==> config.mk <==
export PLATFORM = sky130hd
export DESIGN_NAME = fft_64_out_reorder
export DESIGN_NICKNAME = d
export VERILOG_FILES = /design/src/rtl/fft_64_out_reorder_pkg.sv /design/src/rtl/fft_64_out_reorder_bank_ram.sv /design/src/rtl/fft_64_out_reorder.sv
export SDC_FILE = /design/constraint.sdc
export NUM_CORES = 2
export LEC_CHECK = 0
export BUFFER_PORTS_ARGS = -buffer_cell sky130_fd_sc_hd__buf_2
export CAP_MARGIN = 10
export CORE_ASPECT_RATIO = 0.9
export CORE_MARGIN = 2
export CORE_UTILIZATION = 45
export DETAILED_ROUTE_END_ITERATION = 8
export MAX_ROUTING_LAYER = met4
export PLACE_DENSITY = 0.7
export SETUP_SLACK_MARGIN = 0.3
export SLEW_MARGIN = 20
export SYNTH_ARGS = -nofsm -noshare
export SYNTH_HDL_FRONTEND = slang
export SYNTH_MEMORY_MAX_BITS = 65536
export SYNTH_SLANG_ARGS = --single-unit
==> constraint.sdc <==
create_clock -name clk -period 7.3 [get_ports clk]
set_input_delay 0.365 -clock clk [delete_from_list [all_inputs] [get_ports clk]]
set_output_delay 0.365 -clock clk [all_outputs]
set_load 0.05 [all_outputs]
==> src/rtl/fft_64_out_reorder_pkg.sv <==
// Shared constants, index types and the base-4 digit reversal used by the
// 64-point FFT output reorder buffer.
package fft_64_out_reorder_pkg;

    localparam int DATA_WIDTH  = 16;
    localparam int LANES       = 4;
    localparam int FRAME_BEATS = 16;
    localparam int RAM_DEPTH   = 2 * FRAME_BEATS;
    localparam int RAM_AW      = 5;

    typedef logic [3:0] beat_t;
    typedef logic [1:0] lane_t;
    typedef logic [5:0] bin_t;

    typedef enum logic {
        W_IDLE = 1'b0,
        W_FILL = 1'b1
    } wr_state_t;

    typedef enum logic {
        R_IDLE  = 1'b0,
        R_DRAIN = 1'b1
    } rd_state_t;

    // Swap the outer base-4 digits of a 6-bit bin index: {d2,d1,d0} -> {d0,d1,d2}.
    // The mapping is its own inverse.
    function automatic bin_t digitrev4(input bin_t n);
        return {n[1:0], n[3:2], n[5:4]};
    endfunction

endpackage

==> src/rtl/fft_64_out_reorder_bank_ram.sv <==
// One bank of the reorder buffer: simple dual-port RAM with a single write
// port and a registered (1-cycle) read port. Contents are not reset.
module reorder_bank_ram
    import fft_64_out_reorder_pkg::*;
#(
    parameter int WIDTH = 2 * DATA_WIDTH,
    parameter int DEPTH = RAM_DEPTH,
    parameter int AW    = RAM_AW
) (
    input  logic             clk,
    input  logic             wr_en,
    input  logic [AW-1:0]    wr_addr,
    input  logic [WIDTH-1:0] wr_data,
    input  logic             rd_en,
    input  logic [AW-1:0]    rd_addr,
    output logic [WIDTH-1:0] rd_data
);

    logic [WIDTH-1:0] mem [DEPTH];

    // Write port.
    always_ff @(posedge clk) begin
        if (wr_en) begin
            mem[wr_addr] <= wr_data;
        end
    end

    // Registered read port; a same-cycle write to the same address returns old data.
    always_ff @(posedge clk) begin
        if (rd_en) begin
            rd_data <= mem[rd_addr];
        end
    end

endmodule

==> src/rtl/fft_64_out_reorder.sv <==
// Reorders 64-point FFT frames from base-4 digit-reversed order (4 lanes x
// 16 beats) into natural bin order through a 4-bank ping-pong buffer.
//
// Write FSM
//   state  | meaning
//   W_IDLE | waiting for ctrl_in to mark beat 0 of a frame
//   W_FILL | writing beats 1..15 of the current half
// Read FSM
//   state   | meaning
//   R_IDLE  | nothing to drain
//   R_DRAIN | reading one natural-order beat per cycle from the filled half
//
// Input (b,j) lands in bank (j+b[3:2]) mod 4 at {half,b}; output (m,l) is
// read from bank (m[3:2]+l) mod 4 at {half,l,m[1:0]}. Each cycle touches
// every bank exactly once on both sides, so no bank conflicts arise.
module fft_64_out_reorder #(
    parameter int DATA_WIDTH  = fft_64_out_reorder_pkg::DATA_WIDTH,
    parameter int FRAME_BEATS = fft_64_out_reorder_pkg::FRAME_BEATS
) (
    input  logic                  clk,
    input  logic                  rst,
    input  logic [DATA_WIDTH-1:0] x_a_in,
    input  logic [DATA_WIDTH-1:0] y_a_in,
    input  logic [DATA_WIDTH-1:0] x_b_in,
    input  logic [DATA_WIDTH-1:0] y_b_in,
    input  logic [DATA_WIDTH-1:0] x_c_in,
    input  logic [DATA_WIDTH-1:0] y_c_in,
    input  logic [DATA_WIDTH-1:0] x_d_in,
    input  logic [DATA_WIDTH-1:0] y_d_in,
    input  logic                  ctrl_in,
    output logic [DATA_WIDTH-1:0] x_a_out,
    output logic [DATA_WIDTH-1:0] y_a_out,
    output logic [DATA_WIDTH-1:0] x_b_out,
    output logic [DATA_WIDTH-1:0] y_b_out,
    output logic [DATA_WIDTH-1:0] x_c_out,
    output logic [DATA_WIDTH-1:0] y_c_out,
    output logic [DATA_WIDTH-1:0] x_d_out,
    output logic [DATA_WIDTH-1:0] y_d_out,
    output logic                  ctrl_out,
    output logic                  valid_out
);

    import fft_64_out_reorder_pkg::*;

    localparam int    SW        = 2 * DATA_WIDTH;
    localparam beat_t LAST_BEAT = beat_t'(FRAME_BEATS - 1);

    typedef logic [SW-1:0] sample_t;

    // Lane-ordered input samples and bank-ordered buffer traffic.
    sample_t           lane_in    [LANES];
    sample_t           bank_wdata [LANES];
    sample_t           bank_rdata [LANES];
    logic [RAM_AW-1:0] bank_raddr [LANES];
    logic [RAM_AW-1:0] bank_waddr;
    sample_t           out_lane   [LANES];

    // Write side.
    wr_state_t wr_state;
    wr_state_t wr_state_nxt;
    beat_t     wcnt;
    beat_t     wr_beat;
    logic      wr_en;
    logic      frame_done;
    logic      wp;
    logic      rp;
    logic      start_rd;

    // Read side.
    rd_state_t rd_state;
    rd_state_t rd_state_nxt;
    beat_t     rcnt;
    beat_t     rcnt_nxt;
    logic      rd_en;
    logic      rd_half;

    // Pipeline stage aligned with the bank read data.
    logic      valid_q;
    logic      first_q;
    lane_t     rot_q;

    assign lane_in[0] = {x_a_in, y_a_in};
    assign lane_in[1] = {x_b_in, y_b_in};
    assign lane_in[2] = {x_c_in, y_c_in};
    assign lane_in[3] = {x_d_in, y_d_in};

    // ------------------------------------------------------------------
    // Write FSM
    // ------------------------------------------------------------------

    // Write FSM state and write-side bookkeeping registers.
    always_ff @(posedge clk) begin
        if (rst) begin
            wr_state <= W_IDLE;
            wcnt     <= '0;
            wp       <= 1'b0;
            rp       <= 1'b0;
            start_rd <= 1'b0;
        end else begin
            wr_state <= wr_state_nxt;
            start_rd <= frame_done;
            if (wr_en) begin
                wcnt <= beat_t'(wr_beat + 4'd1);
            end
            if (frame_done) begin
                rp <= wp;
                wp <= ~wp;
            end
        end
    end

    // Write FSM next state; ctrl_in mid-frame restarts the same half.
    always_comb begin
        wr_state_nxt = wr_state;
        case (wr_state)
            W_IDLE: begin
                if (ctrl_in) begin
                    wr_state_nxt = W_FILL;
                end
            end
            W_FILL: begin
                if (!ctrl_in && (wcnt == LAST_BEAT)) begin
                    wr_state_nxt = W_IDLE;
                end
            end
        endcase
    end

    // Write FSM outputs: which beat is written this cycle and frame completion.
    always_comb begin
        wr_en      = 1'b0;
        wr_beat    = '0;
        frame_done = 1'b0;
        case (wr_state)
            W_IDLE: begin
                wr_en = ctrl_in;
            end
            W_FILL: begin
                wr_en = 1'b1;
                if (!ctrl_in) begin
                    wr_beat    = wcnt;
                    frame_done = (wcnt == LAST_BEAT);
                end
            end
        endcase
    end

    // Write rotator: bank i takes lane (i - b[3:2]) mod 4.
    always_comb begin
        for (int i = 0; i < LANES; i++) begin
            bank_wdata[i] = lane_in[lane_t'(lane_t'(i) - wr_beat[3:2])];
        end
    end

    assign bank_waddr = {wp, wr_beat};

    // ------------------------------------------------------------------
    // Read FSM
    // ------------------------------------------------------------------

    // Read FSM state, beat counter and the half being drained. The half is
    // latched on start so a back-to-back frame flipping rp cannot disturb
    // the last beat of the current drain.
    always_ff @(posedge clk) begin
        if (rst) begin
            rd_state <= R_IDLE;
            rcnt     <= '0;
            rd_half  <= 1'b0;
        end else begin
            rd_state <= rd_state_nxt;
            rcnt     <= rcnt_nxt;
            if (start_rd) begin
                rd_half <= rp;
            end
        end
    end

    // Read FSM next state and beat counter.
    always_comb begin
        rd_state_nxt = rd_state;
        rcnt_nxt     = '0;
        case (rd_state)
            R_IDLE: begin
                if (start_rd) begin
                    rd_state_nxt = R_DRAIN;
                end
            end
            R_DRAIN: begin
                if (start_rd) begin
                    rcnt_nxt = '0;
                end else begin
                    rcnt_nxt = beat_t'(rcnt + 4'd1);
                    if (rcnt == LAST_BEAT) begin
                        rd_state_nxt = R_IDLE;
                    end
                end
            end
        endcase
    end

    // Read FSM outputs: a bank read is issued every draining cycle.
    always_comb begin
        rd_en = 1'b0;
        case (rd_state)
            R_IDLE:  rd_en = 1'b0;
            R_DRAIN: rd_en = 1'b1;
        endcase
    end

    // Read addresses: bank i serves output lane l = (i - m[3:2]) mod 4.
    always_comb begin
        for (int i = 0; i < LANES; i++) begin
            bank_raddr[i] = {rd_half, lane_t'(lane_t'(i) - rcnt[3:2]), rcnt[1:0]};
        end
    end

    for (genvar g = 0; g < LANES; g++) begin : g_bank
        reorder_bank_ram #(
            .WIDTH (SW),
            .DEPTH (RAM_DEPTH),
            .AW    (RAM_AW)
        ) u_bank (
            .clk     (clk),
            .wr_en   (wr_en),
            .wr_addr (bank_waddr),
            .wr_data (bank_wdata[g]),
            .rd_en   (rd_en),
            .rd_addr (bank_raddr[g]),
            .rd_data (bank_rdata[g])
        );
    end

    // ------------------------------------------------------------------
    // Output pipeline
    // ------------------------------------------------------------------

    // Carry beat qualifiers alongside the bank read latency.
    always_ff @(posedge clk) begin
        if (rst) begin
            valid_q <= 1'b0;
            first_q <= 1'b0;
            rot_q   <= '0;
        end else begin
            valid_q <= rd_en;
            first_q <= rd_en && (rcnt == '0);
            rot_q   <= rcnt[3:2];
        end
    end

    // Un-rotate into natural lane order; data holds between frames.
    always_ff @(posedge clk) begin
        if (rst) begin
            valid_out <= 1'b0;
            ctrl_out  <= 1'b0;
            for (int i = 0; i < LANES; i++) begin
                out_lane[i] <= '0;
            end
        end else begin
            valid_out <= valid_q;
            ctrl_out  <= first_q;
            if (valid_q) begin
                for (int i = 0; i < LANES; i++) begin
                    out_lane[i] <= bank_rdata[lane_t'(lane_t'(i) + rot_q)];
                end
            end
        end
    end

    assign x_a_out = out_lane[0][SW-1:DATA_WIDTH];
    assign y_a_out = out_lane[0][DATA_WIDTH-1:0];
    assign x_b_out = out_lane[1][SW-1:DATA_WIDTH];
    assign y_b_out = out_lane[1][DATA_WIDTH-1:0];
    assign x_c_out = out_lane[2][SW-1:DATA_WIDTH];
    assign y_c_out = out_lane[2][DATA_WIDTH-1:0];
    assign x_d_out = out_lane[3][SW-1:DATA_WIDTH];
    assign y_d_out = out_lane[3][DATA_WIDTH-1:0];

endmodule

==> impl_metrics.env <==
export IMPL_status="completed"
export IMPL_fin_crit_sh_pct=65.94
export IMPL_clock_latency_ns=0.97
export IMPL_grt_pass1_vias=82510
export IMPL_multi_input_area_sq_um=35270
export IMPL_design_area_sq_um=189700
export IMPL_ys_seq_elements=4372
export IMPL_syn_area_sq_um=167900
export IMPL_worst_pin_slew_ns=1.431
export IMPL_max_freq_mhz=207.7
export IMPL_async_flop_share_pct=0
export IMPL_grt_max_degree=145
export IMPL_reg2reg_depth=6
export IMPL_crit_required_ns=8.04
export IMPL_powerDensity_nw_per_um2=263.7
export IMPL_drcViolationCount=0
export IMPL_hold_path_depth=4
export IMPL_cts_root_buffer="clkbuf_16"
export IMPL_hpwl_um=244200
export IMPL_min_period_ns=4.814
export IMPL_synth_edf_count=4352
export IMPL_grt_overflow=0
export IMPL_ys_seq_area_share_pct=78.10
export IMPL_internal_power_uw=40090
export IMPL_rsz0062_at_grt="false"
export IMPL_io_pins=261
export IMPL_place_inst=12140
export IMPL_power_share_clock_pct=42.9
export IMPL_synth_warnings=0
export IMPL_die_h_um=583.4
export IMPL_worst_slack_ns=2.486
export IMPL_drtAntennaViolNets=0
export IMPL_setup_viol=0
export IMPL_synthFlopType="edfxtp_1"
export IMPL_antenna_found_initial=33
export IMPL_ir_drop_mv=0.1835
export IMPL_critPathCaptureType="flip-flop"
export IMPL_syn_to_final_growth_pct=12.99
export IMPL_clock_sinks=4372
export IMPL_postCtsSetupBuffers=0
export IMPL_htreeDepth=5
export IMPL_r2r_end="g_bank[0].u_bank.rd_data[20]"
export IMPL_syn_nets=7298
export IMPL_p_sw_share_pct=19.85
export IMPL_ff_latch_area_sq_um=131100
export IMPL_drive_above_1_share_pct=29.73
export IMPL_gp_congestion=0.8832
export IMPL_holdPathEnd="g_bank[3].u_bank.mem[7][27]"
export IMPL_cts_tree="yes"
export IMPL_place_ws_ns=2.314
export IMPL_drv_cap=0
export IMPL_wl_per_cell_um=36.47
export IMPL_grt_pass1_wl_um=654400
export IMPL_cts_buffers_inserted=414
export IMPL_skew_ns=0.07705
export IMPL_fin_nets=7774
export IMPL_critPathLaunchType="flip-flop"
export IMPL_hold_start="x_c_in[11]"
export IMPL_syn_mean_instance_area_sq_um=23.44
export IMPL_seqPwrFrac_pct=55.4
export IMPL_min_path_type="input port to flip-flop"
export IMPL_vias_per_cell=6.505
export IMPL_path_class="flip-flop to flip-flop"
export IMPL_p_leak_uw=0.05740
export IMPL_die_area_sq_um=377900
export IMPL_num_vias=84120
export IMPL_clockBufferDepth=4
export IMPL_start_util_pct=45.26
export IMPL_critPathArrivalTime_ns=5.55
export IMPL_postPlaceCellArea_sq_um=176100
export IMPL_fin_cells=12930
export IMPL_final_common_cell="edfxtp_1"
export IMPL_reg2reg_from="rcnt[2]"
export IMPL_crit_path_max_fanout=40
export IMPL_final_cell_mix="edfxtp_1 (4,352), mux4_2 (1,168), o22ai_1 (464)"
export IMPL_hold_ws_ns=0.2929
export IMPL_wl_um=471700
export IMPL_p_switching_uw=9930
export IMPL_maxSlewViolCount=0
export IMPL_drt_iter0_drc=13220
export IMPL_port_buffers=260
export IMPL_grt_usage_pct=25.50
export IMPL_first_pass_iters=7
export IMPL_dieWidth_um=647.8
export IMPL_hold_viol=0
export IMPL_combPwrFrac_pct=1.7
export IMPL_fillers=27970
export IMPL_synth_cell_type_count=36
export IMPL_maxSlewHeadroom_pct=4.619
export IMPL_finalSetupTns_ns=0
export IMPL_r2r_slack_ns=2.49
export IMPL_path_clk_slew_ns=0.06
export IMPL_core_area_sq_um=370800
export IMPL_synthCells=7161
export IMPL_std_cell_rows=212
-- cell families after synthesis --
family / after synthesis / share of synthesized area, %
XOR/XNOR: 6 / 0.03131
AO/OA/AOI/OAI: 538 / 2.042
AND/OR/NAND/NOR: 416 / 1.410
flip-flops: 4372 / 78.10
multiplexers: 1394 / 17.02
buffers and inverters: 429 / 1.357
adder cells (fa/ha/maj): 6 / 0.04472
-- repair_timing --
action                                 4_1_cts  5_1_grt
gates resized for setup                      0        0
hold buffers                                 3        0
endpoints found under the hold margin       14        0
-- cell usage after synthesis, drive strengths merged (3+ instances only) --
cell type	count	area (sq um)
nor2	56	212.7
clkbuf	99	375.4
xnor2	4	35.03
nor2b	12	75.07
inv	8	30.03
mux4	1168	26310
a21oi	11	55.05
buf	322	1873
nand4	20	125.1
or2	3	18.77
nand2	26	100.1
or3	5	31.28
nor4	116	725.7
mux2i	226	2262
nand3	29	145.1
nor3	5	25.02
o22ai	464	2903
nand2b	6	37.54
ha	6	75.07
edfxtp	4352	130700
dfxtp	20	400.4
and2	132	825.8
a22oi	60	450.4
-- power by group through the flow --
stage	logic (uW)	registers (uW)	clock network [uW]
2_1_floorplan	335	28400	0
3_3_place_gp	788	28200	0
3_5_place_dp	831	28300	0
4_1_cts	833	27700	21600
5_1_grt	885	27700	22500
6_report	843	27700	21500
-- metal layers --
metal,global-route usage [%],up-vias,wire length (um)
met5,-,-,0
met4,12.37,0,27170
met3,4.355,1006,51960
met2,40.11,5890,229600
met1,32.49,45120,162900
li1,-,32100,-
-- worst max-delay path, stage by stage, from the launching register on --
cell	delay [ns]
dfxtp_1	0.87
inv_1	0.41
ha_1	0.98
nand2b_4	1.10
buf_4	0.64
o22ai_1	0.18
nor4_1	0.36
-- metrics by stage --
step	utilization [%]	power, uW
detailed placement	47.48	29090
global route	51.14	51090
global placement	47.47	29040
finish	51.14	50020
CTS	51.10	50130
floorplan	-	28690
-- flip-flops by register name, indices dropped and copies added (netlist names), 2 cells and up --
register	cells
out_lane	128
g_bank.u_bank.mem	4096
rot_q	2
wcnt	4
g_bank.u_bank.rd_data	128
rcnt	4
-- cell type report --
class	count	area share, %
Antenna cell	33	0.04354
Clock buffer	499	5.719
Clock inverter	256	1.345
Inverter	8	0.01583
Multi-Input combinational cell	2360	18.60
Sequential cell	4372	69.13
Tap cell	4922	3.247
Timing Repair Buffer	481	1.905
-- worst max path at each step --
stage / startpoint / end / slack [ns] / depth (start not counted)
final: rcnt[2] / g_bank[0].u_bank.rd_data[20] / 2.49 / 6
after global routing: rcnt[2] / g_bank[0].u_bank.rd_data[19] / 2.45 / 6
after CTS: wr_state / g_bank[1].u_bank.mem[30][17] / 2.47 / 6
after detailed placement: ctrl_in / g_bank[1].u_bank.mem[28][17] / 2.31 / 7
after global placement: ctrl_in / g_bank[1].u_bank.mem[22][22] / 2.64 / 7
after floorplan: wr_state / g_bank[0].u_bank.mem[18][0] / -0.04 / 8
Note: power is estimated with default switching activity, not from simulation.
